==> config.mk <==
export PLATFORM = sky130hd
export DESIGN_NAME = mem2axi_burst
export DESIGN_NICKNAME = d
export VERILOG_FILES = /design/src/rtl/mem2axi_burst.sv
export SDC_FILE = /design/constraint.sdc
export NUM_CORES = 1
export LEC_CHECK = 0
export BUFFER_PORTS_ARGS = -buffer_cell sky130_fd_sc_hd__buf_4
export CORE_AREA = 5 5 235 237
export CTS_CLUSTER_DIAMETER = 60
export DETAILED_ROUTE_END_ITERATION = 16
export DIE_AREA = 0 0 240 242
export PLACE_DENSITY = 0.66
export SYNTH_ARGS = -nofsm -noshare
export SYNTH_HDL_FRONTEND = slang
export SYNTH_SLANG_ARGS = --single-unit
==> constraint.sdc <==
create_clock -name clk -period 2 [get_ports clk]
set_input_delay 0 -clock clk [delete_from_list [all_inputs] [get_ports clk]]
set_output_delay 0 -clock clk [all_outputs]
set_load 0.02 [all_outputs]
==> src/rtl/mem2axi_burst.sv <==
// mem2axi_burst: bridges one MEM_DW-wide memory-bus read/write request onto AXI4 master traffic.
// Define MEM2AXI_BURST_EN for INCR bursts; otherwise each beat is its own single-beat transaction.
module mem2axi_burst #(
    parameter int unsigned MEM_DW = 128,
    parameter int unsigned AXI_DW = 64,
    parameter int unsigned ADDR_W = 32,
    parameter int unsigned ID_W   = 4,
    parameter int unsigned RD_ID  = 0,
    parameter int unsigned WR_ID  = 1
) (
    input  logic                  clk,
    input  logic                  rst_n,
    input  logic                  r_req,
    output logic                  r_rdy,
    input  logic [ADDR_W-1:0]     r_addr,
    input  logic [3:0]            r_type,
    output logic [MEM_DW-1:0]     re_data,
    output logic                  re_valid,
    output logic                  re_err,
    input  logic                  iw_req,
    output logic                  iw_rdy,
    input  logic [ADDR_W-1:0]     iw_addr,
    input  logic [3:0]            iw_type,
    input  logic [MEM_DW-1:0]     iw_data,
    input  logic [MEM_DW/8-1:0]   iw_strb,
    output logic                  iw_done,
    output logic                  iw_err,
    output logic [ADDR_W-1:0]     ar_addr,
    output logic [ID_W-1:0]       ar_id,
    output logic [7:0]            ar_len,
    output logic [2:0]            ar_size,
    output logic [1:0]            ar_burst,
    output logic                  ar_valid,
    input  logic                  ar_ready,
    input  logic [ID_W-1:0]       r_id,
    input  logic [AXI_DW-1:0]     r_data,
    input  logic [1:0]            r_resp,
    input  logic                  r_last,
    input  logic                  r_valid,
    output logic                  r_ready,
    output logic [ADDR_W-1:0]     aw_addr,
    output logic [ID_W-1:0]       aw_id,
    output logic [7:0]            aw_len,
    output logic [2:0]            aw_size,
    output logic [1:0]            aw_burst,
    output logic                  aw_valid,
    input  logic                  aw_ready,
    output logic [AXI_DW-1:0]     w_data,
    output logic [AXI_DW/8-1:0]   w_strb,
    output logic                  w_last,
    output logic                  w_valid,
    input  logic                  w_ready,
    input  logic [ID_W-1:0]       b_id,
    input  logic [1:0]            b_resp,
    input  logic                  b_valid,
    output logic                  b_ready
);
    localparam int unsigned RATIO     = MEM_DW / AXI_DW;
    localparam int unsigned AXI_BYTES = AXI_DW / 8;
    localparam int unsigned AXI_SIZE  = $clog2(AXI_BYTES);
`ifdef MEM2AXI_BURST_EN
    localparam bit BURST = 1'b1;
`else
    localparam bit BURST = 1'b0;
`endif

    localparam logic [1:0] RD_IDLE = 2'd0, RD_AR   = 2'd1, RD_DATA = 2'd2;
    localparam logic [1:0] WR_IDLE = 2'd0, WR_AD   = 2'd1, WR_RESP = 2'd2;

    function automatic logic [4:0] req_bytes(input logic [3:0] t);
        case (t)
            4'd1, 4'd3, 4'd7, 4'd15: req_bytes = 5'(t) + 5'd1;
            default:                 req_bytes = 5'd1;
        endcase
    endfunction

    function automatic logic [7:0] calc_beats(input logic [3:0] t);
        int unsigned n;
        n = 32'(req_bytes(t)) / AXI_BYTES;
        if (n <= 1)          calc_beats = 8'd1;
        else if (n > RATIO)  calc_beats = 8'(RATIO);
        else                 calc_beats = 8'(n);
    endfunction

    function automatic logic [2:0] calc_size(input logic [3:0] t);
        logic [4:0] b;
        b = req_bytes(t);
        if (32'(b) >= AXI_BYTES) calc_size = 3'(AXI_SIZE);
        else begin
            case (b)
                5'd2:    calc_size = 3'd1;
                5'd4:    calc_size = 3'd2;
                5'd8:    calc_size = 3'd3;
                default: calc_size = 3'd0;
            endcase
        end
    endfunction

    function automatic logic [AXI_DW-1:0] data_beat(input logic [MEM_DW-1:0] d, input logic [7:0] k);
        data_beat = '0;
        for (int unsigned i = 0; i < RATIO; i++)
            if (k == 8'(i)) data_beat = d[i*AXI_DW +: AXI_DW];
    endfunction

    function automatic logic [AXI_DW/8-1:0] strb_beat(input logic [MEM_DW/8-1:0] s, input logic [7:0] k);
        strb_beat = '0;
        for (int unsigned i = 0; i < RATIO; i++)
            if (k == 8'(i)) strb_beat = s[i*AXI_BYTES +: AXI_BYTES];
    endfunction

    assign ar_id    = ID_W'(RD_ID);
    assign aw_id    = ID_W'(WR_ID);
    assign ar_burst = 2'b01;
    assign aw_burst = 2'b01;

    // Response IDs are not checked; r_last only matters in burst builds.
    logic unused_in;
    assign unused_in = ^{r_id, b_id, r_last};

    // ---------------- read path ----------------
    logic [1:0]        rd_state, rd_state_n;
    logic [7:0]        rd_beats, rd_beats_n, rd_cnt, rd_cnt_n;
    logic [ADDR_W-1:0] ar_addr_n;
    logic [7:0]        ar_len_n;
    logic [2:0]        ar_size_n;
    logic              ar_valid_n, r_ready_n, r_rdy_n, re_valid_n, re_err_n, rd_last;
    logic [MEM_DW-1:0] re_data_n;

    always_comb begin
        rd_state_n = rd_state;
        rd_beats_n = rd_beats;
        rd_cnt_n   = rd_cnt;
        ar_addr_n  = ar_addr;
        ar_len_n   = ar_len;
        ar_size_n  = ar_size;
        ar_valid_n = ar_valid;
        r_ready_n  = r_ready;
        r_rdy_n    = r_rdy;
        re_valid_n = 1'b0;
        re_err_n   = re_err;
        re_data_n  = re_data;
        rd_last    = BURST ? r_last : (rd_cnt == rd_beats - 8'd1);
        case (rd_state)
            RD_IDLE: if (r_req) begin
                rd_state_n = RD_AR;
                rd_beats_n = calc_beats(r_type);
                rd_cnt_n   = 8'd0;
                ar_addr_n  = r_addr;
                ar_len_n   = BURST ? calc_beats(r_type) - 8'd1 : 8'd0;
                ar_size_n  = calc_size(r_type);
                ar_valid_n = 1'b1;
                r_rdy_n    = 1'b0;
                re_err_n   = 1'b0;
                re_data_n  = '0;
            end
            RD_AR: if (ar_ready) begin
                rd_state_n = RD_DATA;
                ar_valid_n = 1'b0;
                r_ready_n  = 1'b1;
            end
            RD_DATA: if (r_valid) begin
                for (int unsigned k = 0; k < RATIO; k++)
                    if (rd_cnt == 8'(k)) re_data_n[k*AXI_DW +: AXI_DW] = r_data;
                re_err_n = re_err | (r_resp != 2'b00);
                rd_cnt_n = rd_cnt + 8'd1;
                r_ready_n = 1'b0;
                if (rd_last) begin
                    rd_state_n = RD_IDLE;
                    re_valid_n = 1'b1;
                    r_rdy_n    = 1'b1;
                end else if (BURST) begin
                    r_ready_n  = 1'b1;
                end else begin
                    // next single-beat transaction at the following AXI word
                    rd_state_n = RD_AR;
                    ar_addr_n  = ar_addr + ADDR_W'(AXI_BYTES);
                    ar_valid_n = 1'b1;
                end
            end
            default: rd_state_n = RD_IDLE;
        endcase
    end

    always_ff @(posedge clk) begin
        if (!rst_n) begin
            rd_state <= RD_IDLE;
            rd_beats <= 8'd1;
            rd_cnt   <= 8'd0;
            ar_addr  <= '0;
            ar_len   <= 8'd0;
            ar_size  <= 3'd0;
            ar_valid <= 1'b0;
            r_ready  <= 1'b0;
            r_rdy    <= 1'b1;
            re_valid <= 1'b0;
            re_err   <= 1'b0;
            re_data  <= '0;
        end else begin
            rd_state <= rd_state_n;
            rd_beats <= rd_beats_n;
            rd_cnt   <= rd_cnt_n;
            ar_addr  <= ar_addr_n;
            ar_len   <= ar_len_n;
            ar_size  <= ar_size_n;
            ar_valid <= ar_valid_n;
            r_ready  <= r_ready_n;
            r_rdy    <= r_rdy_n;
            re_valid <= re_valid_n;
            re_err   <= re_err_n;
            re_data  <= re_data_n;
        end
    end

    // ---------------- write path ----------------
    logic [1:0]          wr_state, wr_state_n;
    logic [7:0]          wr_beats, wr_beats_n, wr_cnt, wr_cnt_n;
    logic [MEM_DW-1:0]   wr_data, wr_data_n;
    logic [MEM_DW/8-1:0] wr_strb, wr_strb_n;
    logic [ADDR_W-1:0]   aw_addr_n;
    logic [7:0]          aw_len_n;
    logic [2:0]          aw_size_n;
    logic [AXI_DW-1:0]   w_data_n;
    logic [AXI_DW/8-1:0] w_strb_n;
    logic                aw_valid_n, w_valid_n, w_last_n, b_ready_n, iw_rdy_n, iw_done_n, iw_err_n;
    logic                aw_done, aw_done_n, w_done, w_done_n, aw_hs, w_hs;

    assign aw_hs = aw_valid & aw_ready;
    assign w_hs  = w_valid & w_ready;

    always_comb begin
        wr_state_n = wr_state;
        wr_beats_n = wr_beats;
        wr_cnt_n   = wr_cnt;
        wr_data_n  = wr_data;
        wr_strb_n  = wr_strb;
        aw_addr_n  = aw_addr;
        aw_len_n   = aw_len;
        aw_size_n  = aw_size;
        aw_valid_n = aw_valid;
        w_valid_n  = w_valid;
        w_data_n   = w_data;
        w_strb_n   = w_strb;
        w_last_n   = w_last;
        b_ready_n  = b_ready;
        iw_rdy_n   = iw_rdy;
        iw_done_n  = 1'b0;
        iw_err_n   = iw_err;
        aw_done_n  = aw_done;
        w_done_n   = w_done;
        case (wr_state)
            WR_IDLE: if (iw_req) begin
                wr_state_n = WR_AD;
                wr_beats_n = calc_beats(iw_type);
                wr_cnt_n   = 8'd0;
                wr_data_n  = iw_data;
                wr_strb_n  = iw_strb;
                aw_addr_n  = iw_addr;
                aw_len_n   = BURST ? calc_beats(iw_type) - 8'd1 : 8'd0;
                aw_size_n  = calc_size(iw_type);
                aw_valid_n = 1'b1;
                w_valid_n  = 1'b1;
                w_data_n   = data_beat(iw_data, 8'd0);
                w_strb_n   = strb_beat(iw_strb, 8'd0);
                w_last_n   = BURST ? (calc_beats(iw_type) == 8'd1) : 1'b1;
                aw_done_n  = 1'b0;
                w_done_n   = 1'b0;
                iw_rdy_n   = 1'b0;
                iw_err_n   = 1'b0;
            end
            WR_AD: begin
                if (aw_hs) begin
                    aw_valid_n = 1'b0;
                    aw_done_n  = 1'b1;
                end
                if (w_hs) begin
                    if (w_last) begin
                        w_valid_n = 1'b0;
                        w_done_n  = 1'b1;
                    end else begin
                        wr_cnt_n = wr_cnt + 8'd1;
                        w_data_n = data_beat(wr_data, wr_cnt + 8'd1);
                        w_strb_n = strb_beat(wr_strb, wr_cnt + 8'd1);
                        w_last_n = (wr_cnt + 8'd1 == wr_beats - 8'd1);
                    end
                end
                // AW and the final W may finish in either order or together
                if ((aw_done || aw_hs) && (w_done || (w_hs && w_last))) begin
                    wr_state_n = WR_RESP;
                    b_ready_n  = 1'b1;
                end
            end
            WR_RESP: if (b_valid) begin
                b_ready_n = 1'b0;
                iw_err_n  = iw_err | (b_resp != 2'b00);
                if (BURST || wr_cnt == wr_beats - 8'd1) begin
                    wr_state_n = WR_IDLE;
                    iw_done_n  = 1'b1;
                    iw_rdy_n   = 1'b1;
                end else begin
                    wr_state_n = WR_AD;
                    wr_cnt_n   = wr_cnt + 8'd1;
                    aw_addr_n  = aw_addr + ADDR_W'(AXI_BYTES);
                    aw_valid_n = 1'b1;
                    w_valid_n  = 1'b1;
                    w_data_n   = data_beat(wr_data, wr_cnt + 8'd1);
                    w_strb_n   = strb_beat(wr_strb, wr_cnt + 8'd1);
                    w_last_n   = 1'b1;
                    aw_done_n  = 1'b0;
                    w_done_n   = 1'b0;
                end
            end
            default: wr_state_n = WR_IDLE;
        endcase
    end

    always_ff @(posedge clk) begin
        if (!rst_n) begin
            wr_state <= WR_IDLE;
            wr_beats <= 8'd1;
            wr_cnt   <= 8'd0;
            wr_data  <= '0;
            wr_strb  <= '0;
            aw_addr  <= '0;
            aw_len   <= 8'd0;
            aw_size  <= 3'd0;
            aw_valid <= 1'b0;
            w_valid  <= 1'b0;
            w_data   <= '0;
            w_strb   <= '0;
            w_last   <= 1'b0;
            b_ready  <= 1'b0;
            iw_rdy   <= 1'b1;
            iw_done  <= 1'b0;
            iw_err   <= 1'b0;
            aw_done  <= 1'b0;
            w_done   <= 1'b0;
        end else begin
            wr_state <= wr_state_n;
            wr_beats <= wr_beats_n;
            wr_cnt   <= wr_cnt_n;
            wr_data  <= wr_data_n;
            wr_strb  <= wr_strb_n;
            aw_addr  <= aw_addr_n;
            aw_len   <= aw_len_n;
            aw_size  <= aw_size_n;
            aw_valid <= aw_valid_n;
            w_valid  <= w_valid_n;
            w_data   <= w_data_n;
            w_strb   <= w_strb_n;
            w_last   <= w_last_n;
            b_ready  <= b_ready_n;
            iw_rdy   <= iw_rdy_n;
            iw_done  <= iw_done_n;
            iw_err   <= iw_err_n;
            aw_done  <= aw_done_n;
            w_done   <= w_done_n;
        end
    end

endmodule

==> impl_metrics.env, run 1 <==
export IMPL_die_area_um2=58100
export IMPL_critPathLaunch="wr_beats[0]"
export IMPL_tritoncts="built"
export IMPL_ios=612
export IMPL_synth_compound_area_share_pct=23.8
export IMPL_maxSlewViolCount=0
export IMPL_async_reset_ff_share_pct=0
export IMPL_multiInputGateArea_um2=11300
export IMPL_path_cells="inv_2 -> ha_4 -> or3_4 -> a2111o_1 -> o21ai_4 -> buf_12 -> nor4_1 -> o21a_1"
export IMPL_antenna_found_initial=13
export IMPL_p_int_mw=22.7
export IMPL_p_sw_share_pct=37.9
export IMPL_cts_max_level=2
export IMPL_cts_root_buffer="clkbuf_16"
export IMPL_crit_required_ns=2.46
export IMPL_drt_iter0_markers=1976
export IMPL_outcome="finished, violations left"
export IMPL_criticalPathCategory="flip-flop to flip-flop"
export IMPL_yosysSeqAreaShare_pct=43.2
export IMPL_syn_avg_cell_area_um2=7.66
export IMPL_crit_end="wr_cnt[7]"
export IMPL_dpl_hpwl_um=54400
export IMPL_grt_pass1_vias=23500
export IMPL_ys_ff_latch=450
export IMPL_fin_ws_ns=-0.164
export IMPL_fmax_mhz=462
export IMPL_cap_viol_max_count=0
export IMPL_routed_wl_um=84500
export IMPL_worstRegToRegCells=8
export IMPL_end_kind="flip-flop"
export IMPL_tightest_slew_ns=0.787
export IMPL_viasPerCell=5.56
export IMPL_worst_path_max_delay_cell="a2111o_1"
export IMPL_port_buffers=572
export IMPL_hold_ws_ns=0.0648
export IMPL_synth_edf_count=0
export IMPL_postRouteAntennaNets=0
export IMPL_routabilityCongestion=0.890
export IMPL_powerDensity_nw_per_um2=1130
export IMPL_synth_common_cells="nand2_1 (645), dfxtp_1 (450), a21oi_1 (423)"
export IMPL_synth_adder_area_share_pct=1.08
export IMPL_postPlaceCellArea_um2=26600
export IMPL_cp_top_family="compound AO/OA/AOI/OAI gates"
export IMPL_rsz0062_at_grt="true"
export IMPL_area_growth_pct=55.9
export IMPL_setup_viol=103
export IMPL_yosysMostFrequentCell="nand2_1"
export IMPL_core_um2=53100
export IMPL_grt_max_degree=136
export IMPL_nets=3921
export IMPL_num_rows=85
export IMPL_crit_arrival_ns=2.63
export IMPL_final_hold_viol_count=0
export IMPL_drtPass1Iterations=8
export IMPL_clkPwrFrac_pct=26.1
export IMPL_rrSetupSlack_ns=-0.16
export IMPL_fin_worst_skew_ns=0.0130
export IMPL_ir_worst_vdd_uv=1040
export IMPL_cts_sinks=450
export IMPL_dieWidth_um=240
export IMPL_cp_max_fo=5
export IMPL_synth_mux_area_share_pct=0.384
export IMPL_drc=0
export IMPL_routedWlPerCell_um=19.5
export IMPL_timing_slew_headroom_pct=47.5
export IMPL_track_usage_pct=26.5
export IMPL_dp_worst_setup_slack_ns=-0.184
export IMPL_fin_crit_ns=2.16
export IMPL_fillers=4452
export IMPL_vias=24200
export IMPL_synth_cell_type_count=92
export IMPL_synth_simple_area_share_pct=23.9
export IMPL_yosysTopAreaCell="dfxtp_1"
export IMPL_synth_area_leaders="dfxtp_1 (43%), nand2_1 (12%), a21oi_1 (10%), nand3_1 (4.1%), o21ai_0 (3.5%)"
export IMPL_power_frac_comb_pct=41.8
export IMPL_numCtsBuffers=52
export IMPL_synth_top_family_by_area="simple AND/OR/NAND/NOR gates"
export IMPL_violations="negative setup slack"
export IMPL_slowest_delay_ns=0.54
export IMPL_initial_core_util_pct=39.3
export IMPL_clock_latency_ns=0.58
export IMPL_power_frac_seq_pct=32.1
export IMPL_register_area_um2=9030
export IMPL_start_kind="flip-flop"
export IMPL_cts_buffer_depth=3
export IMPL_clkTransAtPathRegs_ns=0.06
export IMPL_yosys_warnings=0
export IMPL_path_buf_inv=2
export IMPL_p_leak_nw=13.2
export IMPL_finalSetupTns_ns=-7.89
export IMPL_reg2reg_from="wr_beats[0]"
export IMPL_p_switching_mw=13.9
export IMPL_worstReg2RegEnd="wr_cnt[7]"
export IMPL_overflow=0
export IMPL_cp_depth=8
export IMPL_grt_pass1_wl_um=128000
export IMPL_stdcell_area_um2=32500
export IMPL_min_period_over_period_pct=108
export IMPL_synth_xor_area_share_pct=0.540
export IMPL_synth_ff_type="dfxtp_1"
export IMPL_synth_cells=2720
export IMPL_dieHeight_um=242
export IMPL_layout_drive_gt1_share_pct=28.8
export IMPL_hold_path_class="input pin to flip-flop"
export IMPL_syn_area_um2=20800
export IMPL_yosysTopAreaCellShare_pct=43.2
## layer usage
layer | up-vias | wire, um | track usage (%)
met5 | - | 77 | 0
met4 | 12 | 4430 | 12.9
met3 | 278 | 7400 | 6.33
met2 | 1199 | 41200 | 44.8
met1 | 11400 | 31400 | 31.5
li1 | 11200 | - | -
## worst min-delay path, delay by kind of cell
kind | cells | cell delay, ns
AOI/OAI and AO/OA | 3 | 0.53
buffers and inverters | 1 | 0.09
## how the worst min path moves through the flow
| stage | startpoint | endpoint | slack [ns] | depth (start not counted) |
|---|---|---|---|---|
| after floorplan | b_valid | b_ready | 0.12 | 1 |
| after global placement | iw_addr[2] | aw_addr[2] | 0.25 | 3 |
| after detailed placement | iw_data[80] | wr_data[80] | 0.26 | 3 |
| after CTS | r_type[1] | ar_size[0] | 0.002 | 4 |
| after global routing | r_type[1] | ar_size[0] | 0.08 | 4 |
| final | r_type[1] | ar_size[0] | 0.06 | 4 |
## cells in the final DEF (no fill, tap or decap), types with 10 or more instances in the layout
master | synthesis | layout
buf_12 | 0 | 41
o21ai_2 | 2 | 43
inv_1 | 25 | 18
dlygate4sd3_1 | 4 | 296
a21oi_1 | 423 | 412
nor2_1 | 62 | 58
nor3_1 | 18 | 16
clkbuf_8 | 0 | 11
conb_1 | 2 | 30
and3_1 | 19 | 16
o21ai_1 | 36 | 41
dfxtp_1 | 450 | 435
o21ai_0 | 145 | 96
and2b_1 | 39 | 39
clkbuf_1 | 150 | 10
and4_1 | 16 | 15
a31oi_1 | 102 | 101
and2b_2 | 16 | 16
clkbuf_16 | 0 | 61
nand3_1 | 169 | 163
nand4_1 | 24 | 24
nor2b_1 | 23 | 21
a21oi_2 | 3 | 13
buf_6 | 13 | 11
dfxtp_2 | 0 | 14
clkinv_2 | 0 | 11
nand2_1 | 645 | 641
buf_4 | 39 | 707
## kinds of logic (layout without fill, tap and decap cells)
logic type                 count (synthesis)  after routing
xor gates and xnor gates                  12             12
DFF                                      450            450
buffers and inverters                    296           1186
adders and majority gates                 18             18
muxes                                      8              8
AOI/OAI and AO/OA                        849            852
other                                      2             37
and+or+nand+nor                         1085           1085
## per-stage QoR
stage / utilization [%] / std cells / total power, mW
5_1_grt: 61.2 / 4344 / 38.4
2_1_floorplan: - / 2748 / 19.7
3_5_place_dp: 50.2 / 3916 / 25.2
3_3_place_gp: 50.2 / 3916 / 24.9
6_report: 61.2 / 4344 / 36.6
4_1_cts: 59.7 / 4318 / 35.9
## area by class of cell
type,count,area share [%]
inverters,26,0.324
flip-flops and latches,450,27.8
diodes,7,0.0539
well taps,696,2.68
multi-input cells,2005,34.6
clock inverters,20,0.605
repair buffers,1066,29.2
clock buffers,74,4.67
## power groups by stage
stage / sequential [mW] / clock (mW) / combinational, mW
after floorplan: 12.9 / 0 / 6.81
after global placement: 11.8 / 0 / 13.1
after detailed placement: 11.8 / 0 / 13.4
after CTS: 11.7 / 9.73 / 14.5
after global routing: 11.9 / 10.1 / 16.3
final: 11.8 / 9.57 / 15.3
## timing repair
item	in CTS	in global routing
cloned	5	9
endpoints found under the setup margin	112	240
hold buffers	296	0
resized for setup	80	120
buffers inserted	8	12
pin swaps	19	56
endpoints found under the hold margin	435	0
## registers in the layout, summed over array words and instances (netlist names), 2 cells and up
name and flops:
aw_size 2, wr_cnt 8, wr_data 128, w_data 64, rd_state 2, w_strb 8
aw_addr 32, wr_beats 2, wr_strb 16, wr_state 2, ar_addr 32, ar_size 2
rd_beats 2, re_data 128, rd_cnt 8
Power figures use the tool's default switching activity.
==> run 2: changes to the inputs <==
==> constraint.sdc (replaced) <==
create_clock -name clk -period 2 [get_ports clk]
set_input_delay 0 -clock clk [delete_from_list [all_inputs] [get_ports clk]]
set_output_delay 0 -clock clk [all_outputs]
set_load 0.05 [all_outputs]
==> impl_metrics.env, run 2 (synthesized netlist as in run 1, its figures left out) <==
export IMPL_outcome="finished, violations left"
export IMPL_violations="negative setup slack"
export IMPL_crit_required_ns=2.47
export IMPL_final_hold_viol_count=0
export IMPL_area_growth_pct=57.7
export IMPL_fillers=4359
export IMPL_overflow=0
export IMPL_port_buffers=572
export IMPL_start_kind="flip-flop"
export IMPL_hold_ws_ns=0.0645
export IMPL_drc=0
export IMPL_clock_latency_ns=0.59
export IMPL_initial_core_util_pct=39.3
export IMPL_grt_max_degree=64
export IMPL_reg_top3="re_data x128, wr_data x128, w_data x64"
export IMPL_track_usage_pct=26.9
export IMPL_routedWlPerCell_um=19.7
export IMPL_cts_sinks=450
export IMPL_ir_worst_vdd_uv=820
export IMPL_total_power_mw=40.3
export IMPL_viasPerCell=5.53
export IMPL_cp_max_fo=6
export IMPL_die_area_um2=58100
export IMPL_path_cells="inv_2 -> ha_4 -> or3_4 -> a2111o_1 -> buf_12 -> o21ai_4 -> a21oi_2 -> o221a_2"
export IMPL_nets=3954
export IMPL_ios=612
export IMPL_final_common_cell="buf_4"
export IMPL_vias=24200
export IMPL_dpl_hpwl_um=57300
export IMPL_routabilityCongestion=0.903
export IMPL_numCtsBuffers=52
export IMPL_cap_viol_max_count=0
export IMPL_fin_crit_ns=2.22
export IMPL_multiInputGateArea_um2=11300
export IMPL_maxSlewViolCount=0
export IMPL_cts_max_level=2
export IMPL_dieWidth_um=240
export IMPL_dieHeight_um=242
export IMPL_routed_wl_um=86200
export IMPL_clkTransAtPathRegs_ns=0.06
export IMPL_dp_cells=3941
export IMPL_register_area_um2=9080
export IMPL_p_leak_nw=13.4
export IMPL_min_period_over_period_pct=111
export IMPL_worst_path_max_delay_cell="a2111o_1"
export IMPL_core_um2=53100
export IMPL_finalNonFillerCells=4374
export IMPL_stdcell_area_um2=32900
export IMPL_fmax_mhz=451
export IMPL_post_route_util_pct=61.9
export IMPL_fin_worst_skew_ns=0.0235
export IMPL_rsz0062_at_grt="true"
export IMPL_layout_common_cells="buf_4 (719), nand2_1 (641), dfxtp_1 (409), a21oi_1 (401), dlygate4sd3_1 (295)"
export IMPL_powerDensity_nw_per_um2=1230
export IMPL_postPlaceCellArea_um2=26900
export IMPL_criticalPathCategory="flip-flop to flip-flop"
export IMPL_end_kind="flip-flop"
export IMPL_cts_root_buffer="clkbuf_16"
export IMPL_drt_iter0_markers=1801
export IMPL_grt_pass1_vias=23800
export IMPL_cts_buffer_depth=3
export IMPL_fin_ws_ns=-0.218
export IMPL_antenna_found_initial=4
export IMPL_slowest_delay_ns=0.50
export IMPL_grt_pass1_wl_um=129000
export IMPL_hold_path_class="input pin to flip-flop"
export IMPL_drtPass1Iterations=6
export IMPL_tritoncts="built"
export IMPL_postRouteAntennaNets=0
export IMPL_crit_arrival_ns=2.69
export IMPL_setup_viol=124
export IMPL_num_rows=85
export IMPL_layout_drive_gt1_share_pct=30.8
[run 2: cell types whose count changed in the layout (fill, tap and decap cells not counted), moves of 8 or more]
cell / previous run / this run
dfxtp_1: 435 / 409
o21ai_2: 43 / 66
o21ai_1: 41 / 21
buf_6: 11 / 30
dfxtp_2: 14 / 33
buf_4: 707 / 719
a21oi_1: 412 / 401
a21oi_2: 13 / 21
[run 2: final timing paths]
path / startpoint / to / slack (ns) / cells after the start
worst max-delay path: wr_beats[1] / aw_addr[19] / -0.22 / 8
worst min-delay path: r_type[1] / ar_size[0] / 0.06 / 4
worst max register to register: wr_beats[1] / aw_addr[19] / -0.22 / 8
worst min register to register: wr_data[6] / wr_data[6] / 0.45 / 2
[run 2: layout make-up]
| class | count | share of cell area, % |
|---|---|---|
| Antenna cell | 4 | 0.0304 |
| Tap cell | 696 | 2.65 |
| Clock inverter | 18 | 0.506 |
| Sequential cell | 450 | 27.6 |
| Timing Repair Buffer | 1101 | 30.0 |
| Multi-Input combinational cell | 2003 | 34.3 |
| Inverter | 26 | 0.320 |
| Clock buffer | 76 | 4.63 |
[run 2: where the power goes]
part	switching (mW)	internal, mW	total (mW)	leakage, nW
clock network	3.91	5.54	9.45	0.842
logic	11.6	7.28	18.8	8.86
registers	1.36	10.6	12.0	3.70
[run 2: critical path: cells and delay by family (launching register included)]
kind                       cells  cell delay (ns)
AOI/OAI and AO/OA              4             1.03
and+or+nand+nor                1             0.35
DFF                            1             0.34
buffers and inverters          2             0.23
adders and majority gates      1             0.15
[run 2: per-stage QoR]
stage | TNS [ns] | worst slack [ns]
after floorplan | -1.10 | -0.0727
after global placement | -7.53 | -0.209
after detailed placement | -16.01 | -0.227
after CTS | -13.87 | -0.203
after global routing | -23.49 | -0.268
final | -15.00 | -0.218
[run 2: metal layers]
layer | wire length [um] | up-vias | track usage [%]
met5 | 13 | - | 0
met4 | 4820 | 2 | 13.7
met3 | 6850 | 277 | 5.97
met2 | 42400 | 1050 | 46.0
met1 | 32100 | 11600 | 31.5
li1 | - | 11300 | -
[run 2: repair_timing]
item                       CTS  global route
setup buffers                1            25
gates resized for setup     69           187
pin swaps                   24            54
hold endpoints to repair   436             0
hold buffers               295             0
cloned                       2            12
setup endpoints to repair  166           196
